File: config.mk
export PLATFORM = sky130hd
export DESIGN_NAME = db_event_arbiter
export DESIGN_NICKNAME = d
export VERILOG_FILES = /design/src/rtl/db_event_arbiter_pkg.sv /design/src/rtl/db_event_arbiter_channel.sv /design/src/rtl/db_event_arbiter.sv
export SDC_FILE = /design/constraint.sdc
export NUM_CORES = 1
export LEC_CHECK = 0
export BUFFER_PORTS_ARGS = -buffer_cell sky130_fd_sc_hd__clkbuf_2
export CORE_ASPECT_RATIO = 1.1
export CORE_UTILIZATION = 55
export CTS_BUF_LIST = sky130_fd_sc_hd__clkbuf_2 sky130_fd_sc_hd__clkbuf_4 sky130_fd_sc_hd__clkbuf_8
export CTS_CLUSTER_SIZE = 20
export DETAILED_ROUTE_END_ITERATION = 10
export PLACE_DENSITY_LB_ADDON = 0.08
export SYNTH_ARGS = -nofsm -noshare
export SYNTH_HDL_FRONTEND = slang
export SYNTH_SLANG_ARGS = --single-unit
File: constraint.sdc
create_clock -name i_clk -period 2.5 [get_ports i_clk]
set_clock_uncertainty 0.05 [all_clocks]
set_input_delay 0.25 -clock i_clk [delete_from_list [all_inputs] [get_ports i_clk]]
set_output_delay 0.25 -clock i_clk [all_outputs]
set_load 0.03 [all_outputs]
File: src/rtl/db_event_arbiter_pkg.sv
// Shared types for the switch debounce / event arbiter slice.
package db_event_arbiter_pkg;

  localparam int unsigned CNT_W = 4;

  typedef enum logic [1:0] {
    ST_LO     = 2'd0,
    ST_CHK_HI = 2'd1,
    ST_HI     = 2'd2,
    ST_CHK_LO = 2'd3
  } db_state_e;

endpackage

File: src/rtl/db_event_arbiter_channel.sv
// One switch channel: 2-flop synchronizer, tick-sampled debounce FSM and
// a combinational press pulse on the edge that accepts a new high level.
module db_event_arbiter_channel
  import db_event_arbiter_pkg::*;
#(
  parameter int unsigned STABLE = 3
) (
  input  logic i_clk,
  input  logic i_rst_n,
  input  logic i_tick,
  input  logic i_in,
  output logic o_level,
  output logic o_press_c
);

  localparam logic [CNT_W-1:0] STABLE_C = CNT_W'(STABLE);
  localparam logic [CNT_W-1:0] ONE_C    = CNT_W'(1);

  logic [1:0]       r_sync;
  db_state_e        r_state;
  db_state_e        w_state_nxt;
  logic [CNT_W-1:0] r_cnt;
  logic [CNT_W-1:0] w_cnt_nxt;
  logic [CNT_W-1:0] w_cnt_inc;
  logic             w_s;

  assign w_s       = r_sync[1];
  assign w_cnt_inc = r_cnt + ONE_C;

  always_ff @(posedge i_clk or negedge i_rst_n) begin
    if (!i_rst_n) begin
      r_sync <= 2'b00;
    end else begin
      r_sync <= {r_sync[0], i_in};
    end
  end

  always_ff @(posedge i_clk or negedge i_rst_n) begin
    if (!i_rst_n) begin
      r_state <= ST_LO;
      r_cnt   <= '0;
      o_level <= 1'b0;
    end else begin
      r_state <= w_state_nxt;
      r_cnt   <= w_cnt_nxt;
      o_level <= (w_state_nxt == ST_HI) || (w_state_nxt == ST_CHK_LO);
    end
  end

  always_comb begin
    w_state_nxt = r_state;
    w_cnt_nxt   = r_cnt;
    o_press_c   = 1'b0;
    if (i_tick) begin
      case (r_state)
        ST_LO: begin
          if (w_s) begin
            if (STABLE_C == ONE_C) begin
              w_state_nxt = ST_HI;
              w_cnt_nxt   = '0;
            end else begin
              w_state_nxt = ST_CHK_HI;
              w_cnt_nxt   = ONE_C;
            end
          end
        end
        ST_CHK_HI: begin
          if (!w_s) begin
            w_state_nxt = ST_LO;
            w_cnt_nxt   = '0;
          end else if (w_cnt_inc == STABLE_C) begin
            w_state_nxt = ST_HI;
            w_cnt_nxt   = '0;
          end else begin
            w_cnt_nxt = w_cnt_inc;
          end
        end
        ST_HI: begin
          if (!w_s) begin
            if (STABLE_C == ONE_C) begin
              w_state_nxt = ST_LO;
              w_cnt_nxt   = '0;
            end else begin
              w_state_nxt = ST_CHK_LO;
              w_cnt_nxt   = ONE_C;
            end
          end
        end
        ST_CHK_LO: begin
          if (w_s) begin
            w_state_nxt = ST_HI;
            w_cnt_nxt   = '0;
          end else if (w_cnt_inc == STABLE_C) begin
            w_state_nxt = ST_LO;
            w_cnt_nxt   = '0;
          end else begin
            w_cnt_nxt = w_cnt_inc;
          end
        end
        default: begin
          w_state_nxt = ST_LO;
          w_cnt_nxt   = '0;
        end
      endcase
      // A bounce back from CHK_LO re-enters HI but is not a new press.
      o_press_c = (w_state_nxt == ST_HI) &&
                  ((r_state == ST_LO) || (r_state == ST_CHK_HI));
    end
  end

endmodule

File: src/rtl/db_event_arbiter.sv
// Debounced switch bank: per-channel debouncers, pending/overrun tracking and
// a round-robin valid/ready event port delivering one event per press.
module db_event_arbiter
  import db_event_arbiter_pkg::*;
#(
  parameter int unsigned N      = 4,
  parameter int unsigned STABLE = 3,
  parameter int unsigned DIV    = 4,
  localparam int unsigned IDW   = $clog2(N)
) (
  input  logic           i_clk,
  input  logic           i_rst_n,
  input  logic [N-1:0]   i_in,
  output logic [N-1:0]   o_level,
  output logic           o_ev_valid,
  input  logic           i_ev_ready,
  output logic [IDW-1:0] o_ev_id,
  output logic [N-1:0]   o_overrun
);

  localparam int unsigned TW = $clog2(DIV);

  logic [TW-1:0]  r_tick_cnt;
  logic           w_tick;
  logic [N-1:0]   w_press;
  logic [N-1:0]   r_pending;
  logic [N-1:0]   w_grant;
  logic [IDW-1:0] r_ptr;
  logic [IDW-1:0] w_win;
  logic [IDW-1:0] w_cand;
  logic [IDW-1:0] w_ptr_nxt;
  logic           w_found;
  logic           w_adv;

  assign w_tick = (r_tick_cnt == TW'(DIV - 1));

  always_ff @(posedge i_clk or negedge i_rst_n) begin
    if (!i_rst_n) begin
      r_tick_cnt <= '0;
    end else begin
      r_tick_cnt <= w_tick ? '0 : r_tick_cnt + TW'(1);
    end
  end

  for (genvar g = 0; g < int'(N); g++) begin : g_ch
    db_event_arbiter_channel #(
      .STABLE (STABLE)
    ) u_ch (
      .i_clk     (i_clk),
      .i_rst_n   (i_rst_n),
      .i_tick    (w_tick),
      .i_in      (i_in[g]),
      .o_level   (o_level[g]),
      .o_press_c (w_press[g])
    );
  end

  // First pending channel at or above the round-robin pointer, wrapping.
  always_comb begin
    w_found = 1'b0;
    w_win   = '0;
    w_cand  = '0;
    for (int k = 0; k < int'(N); k++) begin
      w_cand = IDW'((int'(r_ptr) + k) % int'(N));
      if (!w_found && r_pending[w_cand]) begin
        w_found = 1'b1;
        w_win   = w_cand;
      end
    end
  end

  always_comb begin
    w_adv   = !o_ev_valid || i_ev_ready;
    w_grant = '0;
    if (w_adv && w_found) begin
      w_grant[w_win] = 1'b1;
    end
    w_ptr_nxt = (w_win == IDW'(N - 1)) ? '0 : w_win + IDW'(1);
  end

  // A press landing on the grant edge re-arms pending instead of overrunning.
  always_ff @(posedge i_clk or negedge i_rst_n) begin
    if (!i_rst_n) begin
      r_pending  <= '0;
      o_overrun  <= '0;
      o_ev_valid <= 1'b0;
      o_ev_id    <= '0;
      r_ptr      <= '0;
    end else begin
      r_pending <= (r_pending & ~w_grant) | w_press;
      o_overrun <= o_overrun | (w_press & r_pending & ~w_grant);
      if (w_adv) begin
        if (w_found) begin
          o_ev_valid <= 1'b1;
          o_ev_id    <= w_win;
          r_ptr      <= w_ptr_nxt;
        end else begin
          o_ev_valid <= 1'b0;
        end
      end
    end
  end

endmodule

Yosys cells after proc, flatten, opt, wreduce, memory -nomap -nowiden
Index checks and enable logic that the tools add are counted.
{"block": "totals", "regBits": 51, "inputBits": 7, "out_inout_bits": 11, "elab_cells": 198}
{"block": "op_classes", "n_addsub": 9, "magnitude_cmp": 6, "eq_ne": 38, "n_mux": 86, "bitwise": 6, "reduce_logical": 31}
{"cell": "$mux W4", "n": 21}
{"cell": "$mux W2", "n": 38}
{"cell": "$pmux W4 S4", "n": 4}
{"cell": "$eq A2 B2 Y1 const B", "n": 22}
{"cell": "$pmux W2 S4", "n": 4}
{"cell": "$add A4 B1 Y4 const B", "n": 4}
{"cell": "$eq A4 B2 Y1 const B", "n": 4}
{"cell": "$lt A2 B3 Y1 const B", "n": 5}
{"cell": "$mux W1", "n": 14}
{"cell": "$and A4 B4 Y4", "n": 3}
{"cell": "$reduce_and A3 Y1", "n": 4}
{"cell": "$logic_and A1 B1 Y1", "n": 9}
{"cell": "$logic_or A1 B1 Y1", "n": 9}
{"cell": "$bmux W1 S2", "n": 4}
{"cell": "$eq A2 B1 Y1 const B", "n": 4}
{"cell": "$logic_not A2 Y1", "n": 4}
{"cell": "$ne A2 B1 Y1 const B", "n": 4}
{"cell": "$ne A2 B2 Y1 const B", "n": 4}
{"cell": "$or A4 B4 Y4", "n": 2}
{"cell": "$add A2 B1 Y2 const B", "n": 3}
{"cell": "$add A2 B2 Y2 const B", "n": 2}
{"cell": "$logic_not A1 Y1", "n": 4}
{"cell": "$not A4 Y4", "n": 1}
{"cell": "$demux W1 S2", "n": 1}
{"cell": "other kinds (2)", "n": 2}

Depth between registers and ports, before layout
{"block": "depth", "word_depth": 20, "depth_mapped": 8, "mapped_depth_nobuf": 8}

Modules after synthesis
Synthesis repeated with hierarchy kept, for this count alone.
{"block": "hier_totals", "hier_cells": 241, "hier_area_um2": 2668.8}
{"module": "db_event_arbiter_channel at g_ch[2].u_ch ...", "instances": 2, "cells_each": 47, "area_each_um2": 503.0, "seq_area_each_um2": 225.2}
{"module": "db_event_arbiter_channel at g_ch[0].u_ch ...", "instances": 2, "cells_each": 43, "area_each_um2": 464.2, "seq_area_each_um2": 225.2}
{"module": "db_event_arbiter", "instances": 1, "cells_each": 61, "area_each_um2": 734.5, "seq_area_each_um2": 375.4}

Worst setup path after synthesis
No wires, ideal clock.
{"block": "synth_path", "path_type": "register to register", "start": "reg g_ch[3].u_ch.r_cnt[0]", "end": "reg g_ch[3].u_ch.o_level", "setup_ns": 0.125, "arrival_time_ns": 1.618, "t_required_ns": 2.325, "setup_slack_ns": 0.707, "path_stages_with_launch": 6, "path_buffers": 0, "period_less_slack_ns": 1.793, "cell_sequence": "dfrtp_1 ha_1 nor4b_1 a31oi_2 nor2_1 mux2_2"}
{"block": "synth_between", "elab_chain_len": 9, "word_cells_on_any_way": 12, "cone_classes": "add/sub: 1; eq/ne: 3; mux: 7; reduce/logical: 1"}
{"item": "from (decl)", "line": "db_event_arbiter_channel.sv:22", "text": "logic [CNT_W-1:0] r_cnt;"}
{"item": "from (signal assigned)", "line": "db_event_arbiter_channel.sv:45", "text": "r_cnt <= w_cnt_nxt;"}
{"item": "$add A4 B1 Y4 (*)", "line": "db_event_arbiter_channel.sv:28", "text": "assign w_cnt_inc = r_cnt + ONE_C;"}
{"item": "$eq A4 B2 Y1 (*)", "line": "db_event_arbiter_channel.sv:71, db_event_arbiter_channel.sv:93"}
{"item": "$mux W2, on equally long branches", "line": "db_event_arbiter_channel.sv:93, db_event_arbiter_channel.sv:71"}
{"item": "$mux W2, on equally long branches", "line": "db_event_arbiter_channel.sv:90, db_event_arbiter_channel.sv:68"}
{"item": "$pmux W2 S4 (*)", "line": "db_event_arbiter_channel.sv:55", "text": "case (r_state)"}
{"item": "$mux W2 (*) (2 in series)", "line": "db_event_arbiter_channel.sv:54", "text": "if (i_tick) begin"}
{"item": "$eq A2 B2 Y1", "line": "db_event_arbiter_channel.sv:46", "text": "o_level <= (w_state_nxt == ST_HI) || (w_state_nxt == ST_CHK_LO);"}
{"item": "$logic_or A1 B1 Y1 (*)", "line": "db_event_arbiter_channel.sv:46"}
{"item": "to (signal assigned)", "line": "db_event_arbiter_channel.sv:46"}
{"item": "to (decl)", "line": "db_event_arbiter_channel.sv:12", "text": "output logic o_level,"}
Mark *: on every way between the ends. The rest lies on a longest branch, timed or not. The select of a mux whose other input is x is not followed.
A chain may end at the register's enable or synchronous reset.

Worst setup path in the final report
{"block": "layout_path", "start": "reg r_ptr[1]", "end": "reg r_ptr[1]"}
{"block": "layout_between", "elab_chain_len": 14, "word_cells_on_any_way": 29, "cone_classes": "add/sub: 4; eq/ne: 1; mux: 17; reduce/logical: 7"}
{"item": "from (decl)", "line": "db_event_arbiter.sv:28", "text": "logic [IDW-1:0] r_ptr;"}
{"item": "from (signal assigned)", "line": "db_event_arbiter.sv:96", "text": "r_ptr <= w_ptr_nxt;"}
{"item": "parallel branches: the longest is 11 deep, another holds $add A2 B1 Y2"}
{"item": "$mux W2 (*)", "line": "db_event_arbiter.sv:65", "text": "if (!w_found && r_pending[w_cand]) begin"}
{"item": "via w_win[0]", "line": "db_event_arbiter.sv:29", "text": "logic [IDW-1:0] w_win;"}
{"item": "$add A2 B1 Y2 or $eq A2 B2 Y1 (tied branches)", "line": "db_event_arbiter.sv:78", "text": "w_ptr_nxt = (w_win == IDW'(N - 1)) ? '0 : w_win + IDW'(1);"}
{"item": "$mux W2 (*)", "line": "db_event_arbiter.sv:78"}
Mark *: on every way through the listed nets, which the timed path passes. The select of a mux whose other input is x is not followed.

==> impl_metrics.tcl <==
set metrics [dict create \
    result_of_the_run "complete, no violations" \
    drcViolationCount 0 \
    seqCellArea_mm2 0.001276 \
    crit_path_max_fanout 6 \
    post_cts.resized_instances 0 \
    hold_class "register to register" \
    ys_ff_latch 51 \
    number_of_enable_type_register_cells_in_the_synthesized_netlist 0 \
    wl_per_cell_um 14.92 \
    grt_first_pass_wirelength_mm 7.714 \
    start_kind "register" \
    routed_wirelength_mm 4.566 \
    cts_htree_levels 2 \
    yosys.area_share.adder 0.06423 \
    synthTopCellsByCount "sky130_fd_sc_hd__dfrtp_1 (51), sky130_fd_sc_hd__nand2_1 (23), sky130_fd_sc_hd__ha_1 (13), sky130_fd_sc_hd__nor2_1 (13), sky130_fd_sc_hd__o21ai_0 (11)" \
    layout_worst_path_cycle_share 0.8138 \
    first_global_vias 1769 \
    slew_headroom 0.5393 \
    grt_overflow 0 \
    post-route-min-period_ns 2.034 \
    drt_pre_antenna_iters 5 \
    place.gp.congestion 0.8492 \
    clock_tree.buffer_depth 2 \
    netlist_area_mm2 0.002532 \
    postRouteAntennaNets 0 \
    first_iter_violations 132 \
    antenna_cells_inserted 0 \
    synth-xor-area-share 0.01729 \
    clk_root_buffer_cell "sky130_fd_sc_hd__clkbuf_8" \
    fin_nets 272 \
    synth.lib_cells_used.distinct 44 \
    cts.sink_count 51 \
    worst-endpoint-required_ns 2.66 \
    port-buffer-count 17 \
    core_occupancy_in_the_finished_layout 0.6466 \
    timing.max_cap.violations 0 \
    clk_pin_slew_worst_setup_hold_paths_ns 0.09 \
    crit_path_end_kind "register" \
    floorplan.rows 25 \
    synth_top_family_by_area "compound AO/OA/AOI/OAI gates" \
    finalHoldViolCount 0 \
    chipWidth_um 66.70 \
    synthMuxAreaShare 0.07609 \
    fp.dieArea_mm2 0.004880 \
    vias 1865 \
    synth.area.top_cells "sky130_fd_sc_hd__dfrtp_1 (50%), sky130_fd_sc_hd__ha_1 (6.4%), sky130_fd_sc_hd__mux2_2 (4.4%)" \
    vias_per_cell 6.095 \
    setup_viol 0 \
    dominantRegCellSynth "sky130_fd_sc_hd__dfrtp_1" \
    nFillCells 355 \
    synth_area_per_cell_um2 11.21 \
    postSynthCellCount 226 \
    synth.net_count 246 \
    fin_worst_hold_slack_ns 0.3103 \
    cts_tree "yes" \
    grt_setup_unrepaired "false" \
    post-synth-top-count-cell "sky130_fd_sc_hd__dfrtp_1" \
    worstSkewPairLatency_ns 0.29 \
    floorplan.die.height_um 73.17 \
    synth_compound_gate_area_share 0.1690 \
    io_pins 18 \
    maximum_number_of_pins_on_one_net_before_global_route_repair 29 \
    multi_input_area_mm2 0.001170 \
    numCtsBuffers 5 \
    ir_worst_vdd_mv 0.4776 \
    post_synth_arst_share 1.000 \
    cp_data_arrival_time_ns 2.19 \
    initial_core_util 0.5824 \
    dpl.hpwl_mm 3.344 \
    max_clock_freq_mhz 491.5 \
    worstSetupPathType "register to register" \
    maxSlewViolCount 0 \
    core-area_mm2 0.004348 \
    number_of_antenna_violations_at_the_first_check_in_global_routing 0 \
    layout-drive-gt1-share 0.1905 \
    max_slew.worst_pin.slew_ns 0.6911 \
    area.growth.synth_to_final_pct 11.02 \
    fin_setup_tns_ns 0 \
    synth.yosys.warnings 0 \
    grt_use_total 0.2091 \
    simple_gate_share_of_the_synthesized_area 0.1354 \
    netlist.top_cell.by_area "sky130_fd_sc_hd__dfrtp_1" \
    powerDensity_mw_per_mm2 964.7 \
    sequential_cell_area_fraction_in_the_yosys_report 0.5040 \
    synthDominantCellAreaShare 0.5040 \
    cellLeakagePower_nw 1.316 \
]
## where the power goes
group / total, W / switching, W / internal (W)
clock: 0.000466 / 0.000248 / 0.000218
combinational: 0.000908 / 0.000505 / 0.000402
sequential: 0.00134 / 0.000290 / 0.00105
total: 0.00271 / 0.00104 / 0.00167
## per-stage QoR
stage          instance area, um2  power (W)  worst slack (ns)  cells
2_1_floorplan                2532   0.002019            0.7073    226
3_3_place_gp                 2674   0.002170            0.5989    294
3_5_place_dp                 2674   0.002246            0.4951    294
4_1_cts                      2801   0.002729            0.4658    305
5_1_grt                      2811   0.002923            0.3019    306
6_report                     2811   0.002712            0.4655    306
## layer usage
| metal | vias to the layer above | global-route usage | wire [um] |
|---|---|---|---|
| met3 | 4 | 0.04219 | 157 |
| met2 | 52 | 0.3659 | 2289 |
| met1 | 933 | 0.2571 | 2078 |
| li1 | 876 | - | - |
| met4 | 0 | 0.06383 | 41 |
| met5 | - | 0 | 0 |
## worst max-delay path, stage by stage, from the launching register on
cell and delay, ns:
sky130_fd_sc_hd__dfrtp_1 0.45, sky130_fd_sc_hd__mux2i_1 0.22, sky130_fd_sc_hd__nor2_1 0.06, sky130_fd_sc_hd__a311oi_1 0.55, sky130_fd_sc_hd__inv_1 0.15, sky130_fd_sc_hd__ha_1 0.31, sky130_fd_sc_hd__o21ai_0 0.18
## sequential cells by signal, summed over array words and instances (netlist names)
name / flops
o_overrun: 4
r_tick_cnt: 2
o_ev_id: 2
r_ptr: 2
r_pending: 4
g_ch.u_ch.r_cnt: 16
o_ev_valid: 1
g_ch.u_ch.r_state: 8
g_ch.u_ch.r_sync: 8
g_ch.u_ch.o_level: 4
## timing repair
| item | in CTS | in global routing |
|---|---|---|
| buffers inserted | 0 | 0 |
| endpoints found under the hold margin | 29 | 1 |
| hold buffers | 4 | 1 |
## cells in the final DEF, fill, tap and decap left out, types with 2 or more instances in the layout
cell type	count
sky130_fd_sc_hd__mux2_2	10
sky130_fd_sc_hd__inv_1	10
sky130_fd_sc_hd__a21bo_2	3
sky130_fd_sc_hd__a31oi_1	2
sky130_fd_sc_hd__nor3_1	2
sky130_fd_sc_hd__nand2b_1	6
sky130_fd_sc_hd__o31ai_1	3
sky130_fd_sc_hd__nand2_1	23
sky130_fd_sc_hd__mux2i_1	8
sky130_fd_sc_hd__ha_1	13
sky130_fd_sc_hd__dlygate4sd3_1	5
sky130_fd_sc_hd__nor4b_1	2
sky130_fd_sc_hd__xor2_1	4
sky130_fd_sc_hd__a41o_1	3
sky130_fd_sc_hd__clkbuf_2	17
sky130_fd_sc_hd__a21oi_1	10
sky130_fd_sc_hd__a22o_1	2
sky130_fd_sc_hd__nand3b_1	4
sky130_fd_sc_hd__buf_4	5
sky130_fd_sc_hd__clkbuf_8	6
sky130_fd_sc_hd__nor2_1	13
sky130_fd_sc_hd__a311oi_1	2
sky130_fd_sc_hd__o21ai_0	11
sky130_fd_sc_hd__a32o_1	10
sky130_fd_sc_hd__and3_1	2
sky130_fd_sc_hd__nand3_1	6
sky130_fd_sc_hd__dfrtp_1	51
## layout make-up
type | count | share of cell area
clock buffer | 6 | 0.02937
clock inverter | 1 | 0.001780
inverter | 10 | 0.01335
multi-input combinational | 157 | 0.4161
sequential | 51 | 0.4539
tap | 54 | 0.02403
timing repair buffer | 27 | 0.06142
## cells by family (layout without fill, tap and decap cells)
family	after synthesis	in the layout
compound gates	55	55
buf+inv	18	44
simple gates	66	66
flops	51	51
fa+ha+maj	13	13
xor+xnor	5	5
mux	18	18
## path summary, 6_finish.rpt
kind,start,to,slack [ns],cells past startpoint
worst max-delay path,r_ptr[1],r_ptr[1],0.47,6
worst min-delay path,g_ch[1].u_ch.r_sync[0],g_ch[1].u_ch.r_sync[1],0.31,0
worst max register to register,r_ptr[1],r_ptr[1],0.47,6
worst min register to register,g_ch[1].u_ch.r_sync[0],g_ch[1].u_ch.r_sync[1],0.31,0
max in group asynchronous,i_rst_n,o_ev_id[1],1.26,3
min in group asynchronous,i_rst_n,r_pending[3],0.48,2
No activity file was read; power rests on OpenSTA's default activity.
